==> src/rtl/wdt_timer_pkg.sv <==
// rtl/wdt_timer_pkg.sv - shared widths, state encodings and load clamp for the watchdog
package wdt_timer_pkg;

    localparam int CNT_W   = 16;
    localparam int STATE_W = 2;

    typedef enum logic [STATE_W-1:0] {
        WDT_IDLE = 2'b00,
        WDT_RUN  = 2'b01,
        WDT_WARN = 2'b10,
        WDT_BITE = 2'b11
    } wdt_state_t;

    // A zero timeout would expire before it could ever be serviced, so it runs as one tick.
    function automatic logic [CNT_W-1:0] clamp_load(input logic [CNT_W-1:0] value);
        return (value == '0) ? CNT_W'(1) : value;
    endfunction

endpackage

==> src/rtl/wdt_timer_if.sv <==
// rtl/wdt_timer_if.sv - watchdog control/status bundle; wdt_win exists only with WDT_WINDOW_EN
interface wdt_timer_if;
    import wdt_timer_pkg::*;

    logic                 wdt_en;
    logic [CNT_W-1:0]     wdt_load;
    logic                 wdt_kick;
`ifdef WDT_WINDOW_EN
    logic [CNT_W-1:0]     wdt_win;
`endif
    logic [CNT_W-1:0]     wdt_cnt;
    logic [STATE_W-1:0]   wdt_state;
    logic                 wdt_irq;
    logic                 wdt_rst_req;

    modport master (
`ifdef WDT_WINDOW_EN
        output wdt_win,
`endif
        output wdt_en, wdt_load, wdt_kick,
        input  wdt_cnt, wdt_state, wdt_irq, wdt_rst_req
    );

    modport slave (
`ifdef WDT_WINDOW_EN
        input  wdt_win,
`endif
        input  wdt_en, wdt_load, wdt_kick,
        output wdt_cnt, wdt_state, wdt_irq, wdt_rst_req
    );

endinterface

==> src/rtl/wdt_tick_det.sv <==
// rtl/wdt_tick_det.sv - one-clk tick on each rising edge of clk_20k
module wdt_tick_det (
    input  logic clk,
    input  logic rst,
    input  logic clk_20k,
    output logic tick
);

    logic clk_20k_d;
    logic armed;

    // armed keeps a clk_20k that is already high when reset lifts from looking like an edge.
    always_ff @(posedge clk or posedge rst) begin
        if (rst) begin
            clk_20k_d <= 1'b0;
            armed     <= 1'b0;
        end else begin
            clk_20k_d <= clk_20k;
            armed     <= 1'b1;
        end
    end

    assign tick = clk_20k & ~clk_20k_d & armed;

endmodule

==> src/rtl/wdt_timer.sv <==
// rtl/wdt_timer.sv - watchdog: timeout, warning irq, fixed-length reset request; WDT_WINDOW_EN adds early-kick window
module wdt_timer
    import wdt_timer_pkg::*;
#(
    parameter int WARN_TICKS = 64,
    parameter int RST_CYCLES = 32
) (
    input  logic       clk,
    input  logic       rst,
    input  logic       clk_20k,
    wdt_timer_if.slave bus
);

    localparam int PULSE_W = $clog2(RST_CYCLES + 1);

    wdt_state_t         state, state_nxt;
    logic [CNT_W-1:0]   cnt, cnt_nxt;
    logic [PULSE_W-1:0] pulse, pulse_nxt;
    logic               irq, irq_nxt;
    logic               rst_req, rst_req_nxt;
    logic               tick;
    logic               expire;
    logic               early_kick;
    logic [CNT_W-1:0]   reload;

    wdt_tick_det u_tick_det (
        .clk     (clk),
        .rst     (rst),
        .clk_20k (clk_20k),
        .tick    (tick)
    );

    assign reload = clamp_load(bus.wdt_load);
    assign expire = tick && (cnt == CNT_W'(1));

`ifdef WDT_WINDOW_EN
    assign early_kick = bus.wdt_kick && (state == WDT_RUN) && (cnt > bus.wdt_win);
`else
    assign early_kick = 1'b0;
`endif

    always_ff @(posedge clk or posedge rst) begin
        if (rst) begin
            state   <= WDT_IDLE;
            cnt     <= '0;
            pulse   <= '0;
            irq     <= 1'b0;
            rst_req <= 1'b0;
        end else begin
            state   <= state_nxt;
            cnt     <= cnt_nxt;
            pulse   <= pulse_nxt;
            irq     <= irq_nxt;
            rst_req <= rst_req_nxt;
        end
    end

    // Priority in RUN/WARN: disable, then kick (early or normal), then tick expiry.
    always_comb begin
        state_nxt = state;
        case (state)
            WDT_IDLE: if (bus.wdt_en) state_nxt = WDT_RUN;
            WDT_RUN, WDT_WARN: begin
                if (!bus.wdt_en)       state_nxt = WDT_IDLE;
                else if (early_kick)   state_nxt = WDT_BITE;
                else if (bus.wdt_kick) state_nxt = WDT_RUN;
                else if (expire)       state_nxt = (state == WDT_RUN) ? WDT_WARN : WDT_BITE;
            end
            WDT_BITE: if (pulse == PULSE_W'(1)) state_nxt = WDT_IDLE;
            default:  state_nxt = WDT_IDLE;
        endcase
    end

    always_comb begin
        cnt_nxt     = cnt;
        pulse_nxt   = pulse;
        irq_nxt     = irq;
        rst_req_nxt = rst_req;
        if (state_nxt == WDT_IDLE) begin
            cnt_nxt     = '0;
            pulse_nxt   = '0;
            irq_nxt     = 1'b0;
            rst_req_nxt = 1'b0;
        end else if (state_nxt == WDT_BITE) begin
            cnt_nxt     = '0;
            rst_req_nxt = 1'b1;
            pulse_nxt   = (state == WDT_BITE) ? pulse - PULSE_W'(1) : PULSE_W'(RST_CYCLES);
        end else if (state_nxt == WDT_WARN && state == WDT_RUN) begin
            cnt_nxt = CNT_W'(WARN_TICKS);
            irq_nxt = 1'b1;
        end else if (state == WDT_IDLE || bus.wdt_kick) begin
            cnt_nxt = reload;
            irq_nxt = 1'b0;
        end else if (tick && cnt != '0) begin
            cnt_nxt = cnt - CNT_W'(1);
        end
    end

    assign bus.wdt_cnt     = cnt;
    assign bus.wdt_state   = state;
    assign bus.wdt_irq     = irq;
    assign bus.wdt_rst_req = rst_req;

endmodule

==> src/flat_wrapper.sv <==
// flat-port wrapper written by rule: the top's interface ports become plain ports
module wdt_timer_flat import wdt_timer_pkg::*;
#(
    parameter int WARN_TICKS = 64,
    parameter int RST_CYCLES = 32
)
  (clk, rst, clk_20k, bus_wdt_en, bus_wdt_load, bus_wdt_kick, bus_wdt_cnt, bus_wdt_state, bus_wdt_irq, bus_wdt_rst_req);
  wdt_timer_if bus_i ();
  input  logic clk;
  input  logic rst;
  input  logic clk_20k;
  input wire logic [$bits(bus_i.wdt_en)-1:0] bus_wdt_en;
  input wire logic [$bits(bus_i.wdt_load)-1:0] bus_wdt_load;
  input wire logic [$bits(bus_i.wdt_kick)-1:0] bus_wdt_kick;
  output wire logic [$bits(bus_i.wdt_cnt)-1:0] bus_wdt_cnt;
  output wire logic [$bits(bus_i.wdt_state)-1:0] bus_wdt_state;
  output wire logic [$bits(bus_i.wdt_irq)-1:0] bus_wdt_irq;
  output wire logic [$bits(bus_i.wdt_rst_req)-1:0] bus_wdt_rst_req;
  assign bus_i.wdt_en = bus_wdt_en;
  assign bus_i.wdt_load = bus_wdt_load;
  assign bus_i.wdt_kick = bus_wdt_kick;
  assign bus_wdt_cnt = bus_i.wdt_cnt;
  assign bus_wdt_state = bus_i.wdt_state;
  assign bus_wdt_irq = bus_i.wdt_irq;
  assign bus_wdt_rst_req = bus_i.wdt_rst_req;
  wdt_timer #(.WARN_TICKS(WARN_TICKS), .RST_CYCLES(RST_CYCLES)) u_core (.clk(clk), .rst(rst), .clk_20k(clk_20k), .bus(bus_i));
endmodule
==> config.mk <==
export PLATFORM = sky130hd
export DESIGN_NAME = wdt_timer_flat
export DESIGN_NICKNAME = d
export VERILOG_FILES = /design/src/rtl/wdt_timer_pkg.sv /design/src/rtl/wdt_timer_if.sv /design/src/rtl/wdt_tick_det.sv /design/src/rtl/wdt_timer.sv /design/src/flat_wrapper.sv
export SDC_FILE = /design/constraint.sdc
export NUM_CORES = 1
export LEC_CHECK = 0
export ABC_CLOCK_PERIOD_IN_PS = 4700
export CORE_ASPECT_RATIO = 1.5
export CORE_MARGIN = 10
export CORE_UTILIZATION = 51
export CTS_CLUSTER_DIAMETER = 80
export DETAILED_ROUTE_END_ITERATION = 10
export GPL_TIMING_DRIVEN = 0
export PLACE_DENSITY = 0.8
export SYNTH_ARGS = -nofsm -noshare
export SYNTH_HDL_FRONTEND = slang
export SYNTH_HIERARCHICAL = 1
export SYNTH_SLANG_ARGS = --single-unit
==> constraint.sdc <==
create_clock -name clk -period 4.7 [get_ports clk]
set_input_delay 0.47 -clock clk [delete_from_list [all_inputs] [get_ports clk]]
set_output_delay 0.47 -clock clk [all_outputs]
set_load 0.005 [all_outputs]
==> reports/metrics.cfg <==
[setup_path]
required_ns = 4.87
reg2reg_to = u_core/bus.wdt_cnt[6]
end_kind = register
crit_fanout = 10
rr_startpoint = u_core/bus.wdt_cnt[4]
critPathLaunchType = register
arrival_ns = 4.03
criticalPathCategory = register to register
reg2reg_depth = 13
reg2reg_slack_ns = 0.84

[power]
p_per_area_nw_per_um2 = 547.7
cell_internal_pwr_uw = 759.8
vdd_ir_drop_max_mv = 0.3187
combPwrFrac_pct = 55.9
p_leak_nw = 1.041
seq_power_share_pct = 29.9
pwr-share-clk_pct = 14.2
switchingPower_uw = 582.8
swShare_pct = 43.41

[grt]
grt_pass1_wl_um = 8963
grt_max_degree = 27
gr-total-overflow = 0
antenna_found_initial = 0
grtUsageTotal_pct = 15.87
grt_pass1_vias = 2001

[cells_and_area]
antenna_cells = 0
fillers = 313
most-common-layout-cells = clkdlybuf4s50_1 (40), o21ai_0 (33), dfrtp_1 (28)
area_growth_pct = 27.29
drive_above_1_share_pct = 6.934
final_common_cell = clkdlybuf4s50_1
num-nets-final = 307
fin_cells = 317

[synthesis]
synth_nets = 262
synth_seq_cells = 28
yosysWarnings = 6
ys_seq_area_share_pct = 36.39
synthCells = 230
syn-cell-area_sq_um = 1926
avgSynthCellArea_sq_um = 8.372
synth_cell_types = 50

[drt]
drc = 0
routed_wl_um = 5426
vias = 1979
final_antenna_net_count = 0
drtIter0Drc = 188
viasPerCell = 6.243
avgRoutedWirePerCell_um = 17.12
drtPass1Iterations = 4

[sta]
relSlewSlack_pct = 30.37
finalCritPeriodShare_pct = 82.21
rsz0062_at_grt = no
finalWorstPathRequiredPeriod_ns = 3.864
clock_skew_ns = 0.001723
max_freq_mhz = 258.8
whs_ns = 0.3655
setup_violations = 0
setup_tns_ns = 0
hold_violations = 0
worstMarginPinSlew_ns = 1.043
slew_viol_final = 0

[clock_tree]
cts_tree = done
hold_buffers = 0
cts_root_buf = clkbuf_8
cts_resized = 0
path_clk_slew_ns = 0.10
cts_made_buffers = 3
htree_levels = 1
cts_setup_buffers = 0
clk_path_buf_depth = 2
clkLatencyLatePin_ns = 0.27
cts.sinks = 28

[placement]
port_buffers = 40
place.detailed.hpwl_um = 4071
gp_congestion = 0.9791
dp.cells = 313

[die]
die_h_um = 95.26
die_w_um = 70.17
die_area_sq_um = 6684
ioPinCount = 41
initial_utilization_pct = 52.78
rows = 27
core_area_sq_um = 3649

[job]
max_cap_viol_count = 0

[min_path]
worstHoldPathType = primary input to asynchronous set/reset pin

[status]
status = finished, final reports clean

routing by layer:
layer | part of all wire [%] | up-vias | global-route usage [%]
li1 | - | 930 | -
met1 | 40 | 941 | 16.90
met2 | 50 | 93 | 28.56
met3 | 7.7 | 15 | 3.950
met4 | 2.7 | 0 | 7.921
met5 | 0 | - | 0
cell usage after synthesis, drive strengths merged:
cell type,n,area [sq um]
o31a,1,8.760
a32o,1,10.01
and3b,1,8.760
a211o,2,17.52
nand4,1,6.260
mux2i,3,30.03
nor3,8,40.04
nand2b,2,12.51
conb,1,3.750
o41ai,1,8.760
nand3b,1,7.510
nand4b,1,23.77
clkbuf,3,12.51
or2,2,12.51
or4,4,33.78
buf,5,30.02
a2111oi,1,10.01
a31oi,2,12.51
inv,14,52.55
a21oi,17,85.08
a32oi,3,26.28
and2,2,12.51
a22oi,2,15.01
nand2,21,78.83
o22ai,2,12.51
or3,1,6.260
a41o,1,10.01
dfrtp,28,700.7
and3,1,6.260
a41oi,2,17.52
nor4,10,68.81
a22o,3,26.28
nor2,26,97.59
o21ai,36,183.9
ha,11,137.6
o21a,2,15.01
nor3b,2,20.02
a211oi,1,7.510
o21bai,4,41.29
a2bb2oi,1,15.01
kinds of logic after synthesis:
family | count (synthesis) | share of synthesized area [%]
compound gates | 82 | 27.16
simple gates | 83 | 22.61
flops | 28 | 36.39
other cells | 1 | 0.1947
fa+ha+maj | 11 | 7.147
mux | 3 | 1.560
buf+inv | 22 | 4.938
per-stage QoR:
step / instance area [sq um] / setup WS [ns] / util [%] / total power [mW]
final: 2451 / 0.8362 / 67.18 / 1.343
after global placement: 2380 / 0.9051 / 65.23 / 1.134
after global routing: 2451 / 0.4738 / 67.18 / 1.449
after detailed placement: 2380 / 0.9030 / 65.23 / 1.145
after floorplan: 1926 / 1.311 / - / 0.8576
after CTS: 2451 / 0.8816 / 67.18 / 1.342
final cells by class:
class	count	area [sq um]	area share, %
buffer	8	42.54	1.736
clock buffer	3	41.29	1.685
clock inverter	1	30.03	1.225
inverter	14	52.55	2.144
multi-input combinational	180	1130	46.09
sequential	28	700.7	28.59
tap	43	53.80	2.195
timing repair buffer	40	400.4	16.33
worst max-delay path, stage by stage (launching register included):
cell,delay [ns]
dfrtp_1,0.47
nor4_2,0.65
nand4b_4,0.24
nor3_1,0.22
a21oi_1,0.08
a32o_1,0.29
ha_1,0.28
buf_2,0.18
a2111oi_1,0.48
and2_1,0.29
o21bai_4,0.19
buf_6,0.18
nor2_1,0.06
a2bb2oi_2,0.13
power groups by stage:
stage | logic, mW | clock network [mW] | registers, mW
6_report | 0.750 | 0.191 | 0.402
5_1_grt | 0.829 | 0.203 | 0.417
4_1_cts | 0.744 | 0.197 | 0.401
3_5_place_dp | 0.740 | 0 | 0.405
3_3_place_gp | 0.731 | 0 | 0.403
2_1_floorplan | 0.467 | 0 | 0.390
how the worst max path moves through the flow:
stage / startpoint / cells past startpoint / end
3_3_place_gp: u_core/bus.wdt_cnt[4] / 13 / u_core/bus.wdt_cnt[6]
4_1_cts: u_core/bus.wdt_cnt[4] / 13 / u_core/bus.wdt_cnt[6]
5_1_grt: u_core/bus.wdt_cnt[4] / 13 / u_core/bus.wdt_cnt[8]
6_report: u_core/bus.wdt_cnt[4] / 13 / u_core/bus.wdt_cnt[6]
3_5_place_dp: u_core/bus.wdt_cnt[4] / 13 / u_core/bus.wdt_cnt[6]
2_1_floorplan: u_core/bus.wdt_cnt[10] / 13 / u_core/bus.wdt_cnt[6]
sequential cells by signal, indices dropped and copies added, names as in the netlist:
| name | flops |
|---|---|
| u_core/bus.wdt_cnt | 16 |
| u_core/bus.wdt_irq | 1 |
| u_core/bus.wdt_rst_req | 1 |
| u_core/bus.wdt_state | 2 |
| u_core/pulse | 6 |
| u_core/u_tick_det/armed | 1 |
| u_core/u_tick_det/clk_20k_d | 1 |
No activity file was read; power rests on OpenSTA's default activity.
